### src/rtl/fire_round_scheduler.sv
// Round sequencer for the 3x3 dodge game: WARN -> BURN -> COOL with an LFSR pattern per round.
// Define FIRE_SCHED_SPEEDUP_EN to shorten WARN by one tick every 8 completed rounds.
module fire_round_scheduler #(
  parameter int         WARN_TICKS = 4,
  parameter int         BURN_TICKS = 2,
  parameter int         COOL_TICKS = 2,
  parameter int         MIN_WARN   = 1,
  parameter logic [8:0] SEED       = 9'b100100100
) (
  input  logic       clk,
  input  logic       rst,
  input  logic       tick,
  input  logic       enable,
  input  logic [8:0] box,
  output logic [1:0] phase,
  output logic [8:0] fire_warn,
  output logic [8:0] fire_on,
  output logic       hit_valid,
  output logic [3:0] hits,
  output logic [7:0] round
);

  typedef enum logic [1:0] {
    IDLE = 2'd0,
    WARN = 2'd1,
    BURN = 2'd2,
    COOL = 2'd3
  } phase_t;

  localparam int MAX_AB    = (WARN_TICKS > BURN_TICKS) ? WARN_TICKS : BURN_TICKS;
  localparam int MAX_TICKS = (MAX_AB > COOL_TICKS) ? MAX_AB : COOL_TICKS;
  localparam int CW        = $clog2(MAX_TICKS + 1);

  phase_t        state_q, state_d;
  logic [CW-1:0] cnt_q, cnt_d;
  logic [CW-1:0] len_q, len_d;
  logic [8:0]    lfsr_q, lfsr_d;
  logic [8:0]    pattern_q, pattern_d;
  logic [8:0]    mask_q, mask_d;
  logic [8:0]    fire_warn_d, fire_on_d;
  logic          hit_valid_d;
  logic [3:0]    hits_d;
  logic [7:0]    round_d;
  logic [8:0]    lfsr_stepped;
  logic [8:0]    new_hits;
  logic          enter_warn;
  logic [4:0]    shrink;

  function automatic logic [8:0] lfsr_step(input logic [8:0] p);
    logic [8:0] n;
    n = {p[7:0], p[0] ^ p[4] ^ p[5] ^ p[8]};
    return (n == 9'd0) ? SEED : n;
  endfunction

  function automatic logic [3:0] popcount9(input logic [8:0] v);
    logic [3:0] c;
    c = '0;
    for (int i = 0; i < 9; i++) c = c + {3'd0, v[i]};
    return c;
  endfunction

  function automatic logic [CW-1:0] warn_len_for(input logic [4:0] s);
    int len;
    len = WARN_TICKS - int'(s);
    if (len < MIN_WARN) len = MIN_WARN;
    return CW'(len);
  endfunction

`ifdef FIRE_SCHED_SPEEDUP_EN
  assign shrink = round[7:3];
`else
  assign shrink = 5'd0;
`endif

  assign lfsr_stepped = lfsr_step(lfsr_q);
  assign phase        = state_q;

  always_comb begin
    state_d     = state_q;
    cnt_d       = cnt_q;
    len_d       = len_q;
    lfsr_d      = lfsr_q;
    pattern_d   = pattern_q;
    mask_d      = mask_q;
    round_d     = round;
    hit_valid_d = 1'b0;
    hits_d      = 4'd0;
    new_hits    = 9'd0;
    enter_warn  = 1'b0;

    // Dropping enable behaves exactly like reset and beats any tick or hit.
    if (!enable) begin
      state_d   = IDLE;
      cnt_d     = '0;
      len_d     = '0;
      lfsr_d    = SEED;
      pattern_d = 9'd0;
      mask_d    = 9'd0;
      round_d   = 8'd0;
    end else begin
      case (state_q)
        IDLE: enter_warn = 1'b1;
        WARN: begin
          if (tick) begin
            if (cnt_q == len_q - CW'(1)) begin
              state_d = BURN;
              cnt_d   = '0;
            end else begin
              cnt_d = cnt_q + CW'(1);
            end
          end
        end
        BURN: begin
          new_hits    = box & pattern_q & ~mask_q;
          hit_valid_d = |new_hits;
          hits_d      = popcount9(new_hits);
          mask_d      = mask_q | new_hits;
          if (tick) begin
            if (cnt_q == CW'(BURN_TICKS - 1)) begin
              state_d = COOL;
              cnt_d   = '0;
              round_d = (round == 8'hFF) ? round : round + 8'd1;
            end else begin
              cnt_d = cnt_q + CW'(1);
            end
          end
        end
        COOL: begin
          if (tick) begin
            if (cnt_q == CW'(COOL_TICKS - 1)) enter_warn = 1'b1;
            else                              cnt_d = cnt_q + CW'(1);
          end
        end
        default: state_d = IDLE;
      endcase
    end

    // Every new round starts with a fresh pattern, a clear strike mask and its own WARN length.
    if (enter_warn) begin
      state_d   = WARN;
      cnt_d     = '0;
      lfsr_d    = lfsr_stepped;
      pattern_d = lfsr_stepped;
      mask_d    = 9'd0;
      len_d     = warn_len_for(shrink);
    end

    fire_warn_d = (state_d == WARN) ? pattern_d : 9'd0;
    fire_on_d   = (state_d == BURN) ? pattern_d : 9'd0;
  end

  always_ff @(posedge clk) begin
    if (rst) begin
      state_q   <= IDLE;
      cnt_q     <= '0;
      len_q     <= '0;
      lfsr_q    <= SEED;
      pattern_q <= 9'd0;
      mask_q    <= 9'd0;
      fire_warn <= 9'd0;
      fire_on   <= 9'd0;
      hit_valid <= 1'b0;
      hits      <= 4'd0;
      round     <= 8'd0;
    end else begin
      state_q   <= state_d;
      cnt_q     <= cnt_d;
      len_q     <= len_d;
      lfsr_q    <= lfsr_d;
      pattern_q <= pattern_d;
      mask_q    <= mask_d;
      fire_warn <= fire_warn_d;
      fire_on   <= fire_on_d;
      hit_valid <= hit_valid_d;
      hits      <= hits_d;
      round     <= round_d;
    end
  end

endmodule

### config.mk
export PLATFORM = sky130hd
export DESIGN_NAME = fire_round_scheduler
export DESIGN_NICKNAME = d
export VERILOG_FILES = /design/src/rtl/fire_round_scheduler.sv
export SDC_FILE = /design/constraint.sdc
export NUM_CORES = 1
export LEC_CHECK = 0
export CORE_ASPECT_RATIO = 0.9
export CORE_UTILIZATION = 54
export CTS_BUF_LIST = sky130_fd_sc_hd__clkbuf_4 sky130_fd_sc_hd__clkbuf_8
export CTS_CLUSTER_SIZE = 25
export DETAILED_ROUTE_END_ITERATION = 10
export HOLD_SLACK_MARGIN = 0.15
export PLACE_DENSITY = 0.82
export SKIP_LAST_GASP = 1
export SYNTH_ARGS = -nofsm -noshare
export SYNTH_HDL_FRONTEND = slang
export SYNTH_SLANG_ARGS = --single-unit
### constraint.sdc
create_clock -name clk -period 4.2 [get_ports clk]
set_input_delay 0.63 -clock clk [delete_from_list [all_inputs] [get_ports clk]]
set_output_delay 0.63 -clock clk [all_outputs]
set_load 0.1 [all_outputs]
# Yosys cells after proc, flatten, opt, wreduce, memory -nomap -nowiden
# Cells that the tools add are included.
dict set report op_classes {
  n_reduce_logical 11
  mux 25
  addsub 11
  eq_ne 13
  bitwise 12
}
# operator n
set op_table {}
lappend op_table {{two-way mux 9 bit} 5}
lappend op_table {{two-way mux 3 bit} 8}
lappend op_table {{adder 4 x 1 -> 4 bit} 5}
lappend op_table {{bitwise AND 9 bit} 2}
lappend op_table {{two-way mux 2 bit} 6}
lappend op_table {{zero test 9 bit} 1}
lappend op_table {{NOT 9 bit} 1}
lappend op_table {{OR 9 bit} 1}
lappend op_table {{one-hot mux 3 bit (3 select lines)} 1}
lappend op_table {{OR reduction 9 bit} 1}
lappend op_table {{adder 8 x 1 -> 8 bit, second input constant} 1}
lappend op_table {{equality test 8 bit, second input constant} 1}
lappend op_table {{inequality test 2 bit, second input constant} 4}
lappend op_table {{equality test 2 bit, second input constant} 3}
lappend op_table {{OR reduction 2 bit} 3}
lappend op_table {{OR reduction 3 bit} 2}
lappend op_table {{NOT 1 bit} 5}
lappend op_table {{AND reduction 5 bit} 1}
lappend op_table {{adder 3 x 1 -> 4 bit} 1}
lappend op_table {{equality test 2 x 1 -> 1 bit, second input constant} 2}
lappend op_table {{one-hot mux 2 bit (2 select lines)} 1}
lappend op_table {{AND reduction 4 bit} 1}
lappend op_table {{adder 2 x 1 -> 3 bit} 1}
lappend op_table {{adder 3 x 1 -> 3 bit, second input constant} 1}
lappend op_table {{other kinds (10)} 14}
dict set report word_totals {
  output_inout_bits 33
  reg_bits 64
}

# Longest topological paths before layout
dict set report logic_depth {
  depth_word 10
  ltp_mapped 12
  ltp_nobuf 12
}

# Least setup slack after synthesis
# Ideal clock, no wire load.
dict set report synth_path {
  kind {input -> register}
  start {input box[0]}
  end {register hits[2]}
  path_slack_ps 713
  required_ps 4083
  path_stages 11
  arrival_ps 3370
  cell_sequence {nand2_1 -> or2_2 -> inv_1 -> fa_1 -> inv_1 -> fa_1 -> fa_1 -> fa_1 -> fa_1 -> xor2_1 -> nor2_1}
}
dict set report synth_via {
  elab_chain_cells 10
}
# element line
set synth_rtl {}
lappend synth_rtl {{start: declaration} 14} ;# input logic [8:0] box,
lappend synth_rtl {{bitwise AND 9 bit (2 in a row)} 114} ;# new_hits = box & pattern_q & ~mask_q;
lappend synth_rtl {{adder 1 x 1 -> 2 bit} 58} ;# for (int i = 0; i < 9; i++) c = c + {3'd0, v[i]};
lappend synth_rtl {{adder 2 x 1 -> 3 bit} 58}
lappend synth_rtl {{adder 3 x 1 -> 4 bit} 58}
lappend synth_rtl {{adder 4 x 1 -> 4 bit (5 in a row)} 58}
lappend synth_rtl {{end signal: assignment} 175} ;# hits <= hits_d;
lappend synth_rtl {{end: declaration} 19} ;# output logic [3:0] hits,
# No other way between the ends.
# A chain may end at the register's enable or synchronous reset.

# Worst setup path after layout
# Ends and elaborated chain as after synthesis.

==> impl_metrics.ini <==
[logic_synthesis]
synth_area_um2 = 2610
ys_async_sr_fraction_pct = 0
synth_compound_area_share_pct = 12.8
seq_area_frac_synth_pct = 49.0
synthAdderAreaFrac_pct = 9.10
synth_xor_area_share_pct = 4.02
yosys.area_share.simple_pct = 20.7
yosys_warnings = 0
synth.area.top_cells = dfxtp_1, nor2_1, ha_1
synth_edf_count = 0
synth_top_family_by_area = simple AND/OR/NAND/NOR gates
yosys_register_bits = 64
syn_inst = 277
synth_top_area_share_pct = 49.0
syn_nets = 306
ys_types = 45
yosys.area.top_type = dfxtp_1
synthFlopType = dfxtp_1
avgSynthCellArea_um2 = 9.43
synth_mux_area_share_pct = 0.814

[global_route]
grt_overflow = 0
grtUsageTotal_pct = 23.8
grt_max_degree = 17
grt_antenna_before_repair = 0
grt_pass1_wl_mm = 8.83
grt_pass1_vias = 1921

[setup_path]
setup.worst_path.class = in2reg
crit_start = box[0]
startpoint_type = input pin
crit_arrival_ns = 3.95
required_ns = 4.43
critPathCaptureType = flop
crit_fanout = 2
reg2reg_from = pattern_q[0]

[routing]
ant_nets = 0
vias = 2077
vias_per_cell = 5.33
drtIter0Drc = 159
drc = 0
wirelength_mm = 5.39
firstDrtPassIters = 5
avgRoutedWirePerCell_um = 13.8

[sta]
final_max_slew_viol_count = 0
hold_viol = 0
setup_ws_ns = 0.479
period_minus_slack_ns = 3.72
clock.fmax_ghz = 0.269
tightest_slew_ns = 0.979
setup_viol = 0
max_slew_margin_pct = 34.6
fin_tns_setup_ns = 0
clock_skew_ns = 0.00807
finalCritPeriodShare_pct = 88.6
rsz0062_at_grt = no

[clocking]
cts_hold_buf = 0
root_buffer = clkbuf_8
cts_tree = built
cts_buffers = 9
clock_latency_ns = 0.35
htreeDepth = 3
cts.path.max_buffers = 2
cts_setup_buffers = 0
cts_sinks = 64
clk_pin_slew_worst_paths_ns = 0.07
cts-resized-gates = 0

[die]
core_um2 = 4550
ios = 46
row_count = 23
die_h_um = 68.0
dieArea_um2 = 5120
dieWidth_um = 75.3
start_util_pct = 57.5

[placed_design]
port_buffers = 45
place_congestion = 0.840
place_ws_ns = 0.116
dp_hpwl_mm = 3.82

[power]
leakagePower_nw = 1.17
peakVddDrop_v = 0.000276
powerDensity_nw_per_um2 = 367

[run_status]
status = completed

[final_layout]
drive_above_1_share_pct = 6.71
antennaDiodeCount = 0
final_common_cell = dfxtp_1
num-nets-final = 353
area_delta_synth_final_pct = 25.1
fillers = 360
layout_common_cells = dfxtp_1, nor2_1, clkdlybuf4s50_1
regArea_um2 = 1280
multiInputGateArea_um2 = 1240

[min_path]
hp-start = mask_q[5]
hp-class = reg2reg

[job]
max_cap_viol_count = 0
==> synth_stat cells (2+ instances only) <==
| master | count |
|---|---|
| dfxtp_1 | 64 |
| xnor2_1 | 8 |
| o21ai_0 | 7 |
| o211ai_1 | 3 |
| nand2b_1 | 5 |
| or2_2 | 3 |
| and2_1 | 3 |
| or3_1 | 3 |
| nor2_1 | 63 |
| fa_1 | 5 |
| nor2b_1 | 2 |
| o22ai_1 | 2 |
| xor2_1 | 4 |
| nand3_1 | 4 |
| ha_1 | 11 |
| a22o_1 | 5 |
| clkbuf_1 | 7 |
| a31oi_1 | 10 |
| nor4_1 | 2 |
| a32oi_1 | 6 |
| nand3b_1 | 7 |
| inv_1 | 13 |
| buf_4 | 2 |
| a21oi_1 | 6 |
| nand2_1 | 11 |
| nand4_1 | 2 |
==> kinds of logic (layout without fill, tap and decap cells) <==
| kind of cell | count (synthesis) | count (layout) |
|---|---|---|
| AND/OR/NAND/NOR | 113 | 113 |
| XOR/XNOR | 12 | 12 |
| multiplexers | 2 | 2 |
| adder cells (fa/ha/maj) | 16 | 16 |
| flip-flops | 64 | 64 |
| AO/OA/AOI/OAI | 48 | 48 |
| buffers and inverters | 22 | 73 |
==> worst paths after layout <==
path,endpoint,slack [ns],cells past startpoint
setup reg to reg,hits[2],0.85,11
hold reg to reg,mask_q[5],0.47,2
setup / recovery,hits[2],0.48,12
hold / removal,mask_q[5],0.47,2
==> flip-flops by register name (all words and copies together), names as in the netlist, 2 cells and up <==
signal and cells:
cnt_q 3, pattern_q 9, round 8, phase 2, fire_warn 9, mask_q 9, hits 4, fire_on 9
lfsr_q 9
==> metal layers <==
| metal | vias to the layer above | global-route usage [%] | routed length, µm |
|---|---|---|---|
| met5 | - | 0 | 0 |
| met4 | 0 | 10.6 | 11 |
| met3 | 2 | 7.51 | 365 |
| met2 | 76 | 34.7 | 2420 |
| met1 | 959 | 32.2 | 2590 |
| li1 | 1040 | - | - |
==> report_power, final <==
part / internal [mW] / total, mW / switching [mW]
Combinational: 0.0404 / 0.113 / 0.0722
Sequential: 0.619 / 0.631 / 0.0123
Clock: 0.213 / 0.455 / 0.242
==> cell type report <==
type	count	share of cell area, %
clock buffers	9	3.79
inverters	13	1.49
repair buffers	45	13.8
well taps	62	2.37
clock inverters	6	1.42
multi-input cells	191	38.0
flip-flops and latches	64	39.2
==> through the flow <==
stage | hold slack, ns | cells | total power [mW] | utilization, % | cell area (µm²)
after floorplan | 0.428 | 277 | 0.724 | - | 2610
after global placement | 0.437 | 375 | 0.754 | 68.2 | 3100
after detailed placement | 0.456 | 375 | 0.756 | 68.2 | 3100
after CTS | 0.471 | 390 | 1.21 | 71.9 | 3270
after global routing | 0.489 | 390 | 1.25 | 71.9 | 3270
final | 0.469 | 390 | 1.20 | 71.9 | 3270
==> critical path, stage by stage <==
cell	delay [ns]
clkdlybuf4s50_1	0.48
nand2_1	0.05
or2_2	0.29
inv_1	0.08
fa_1	0.41
inv_1	0.09
fa_1	0.41
fa_1	0.49
fa_1	0.45
fa_1	0.39
xor2_1	0.13
nor2_1	0.05
No activity file was read; power rests on OpenSTA's default activity.
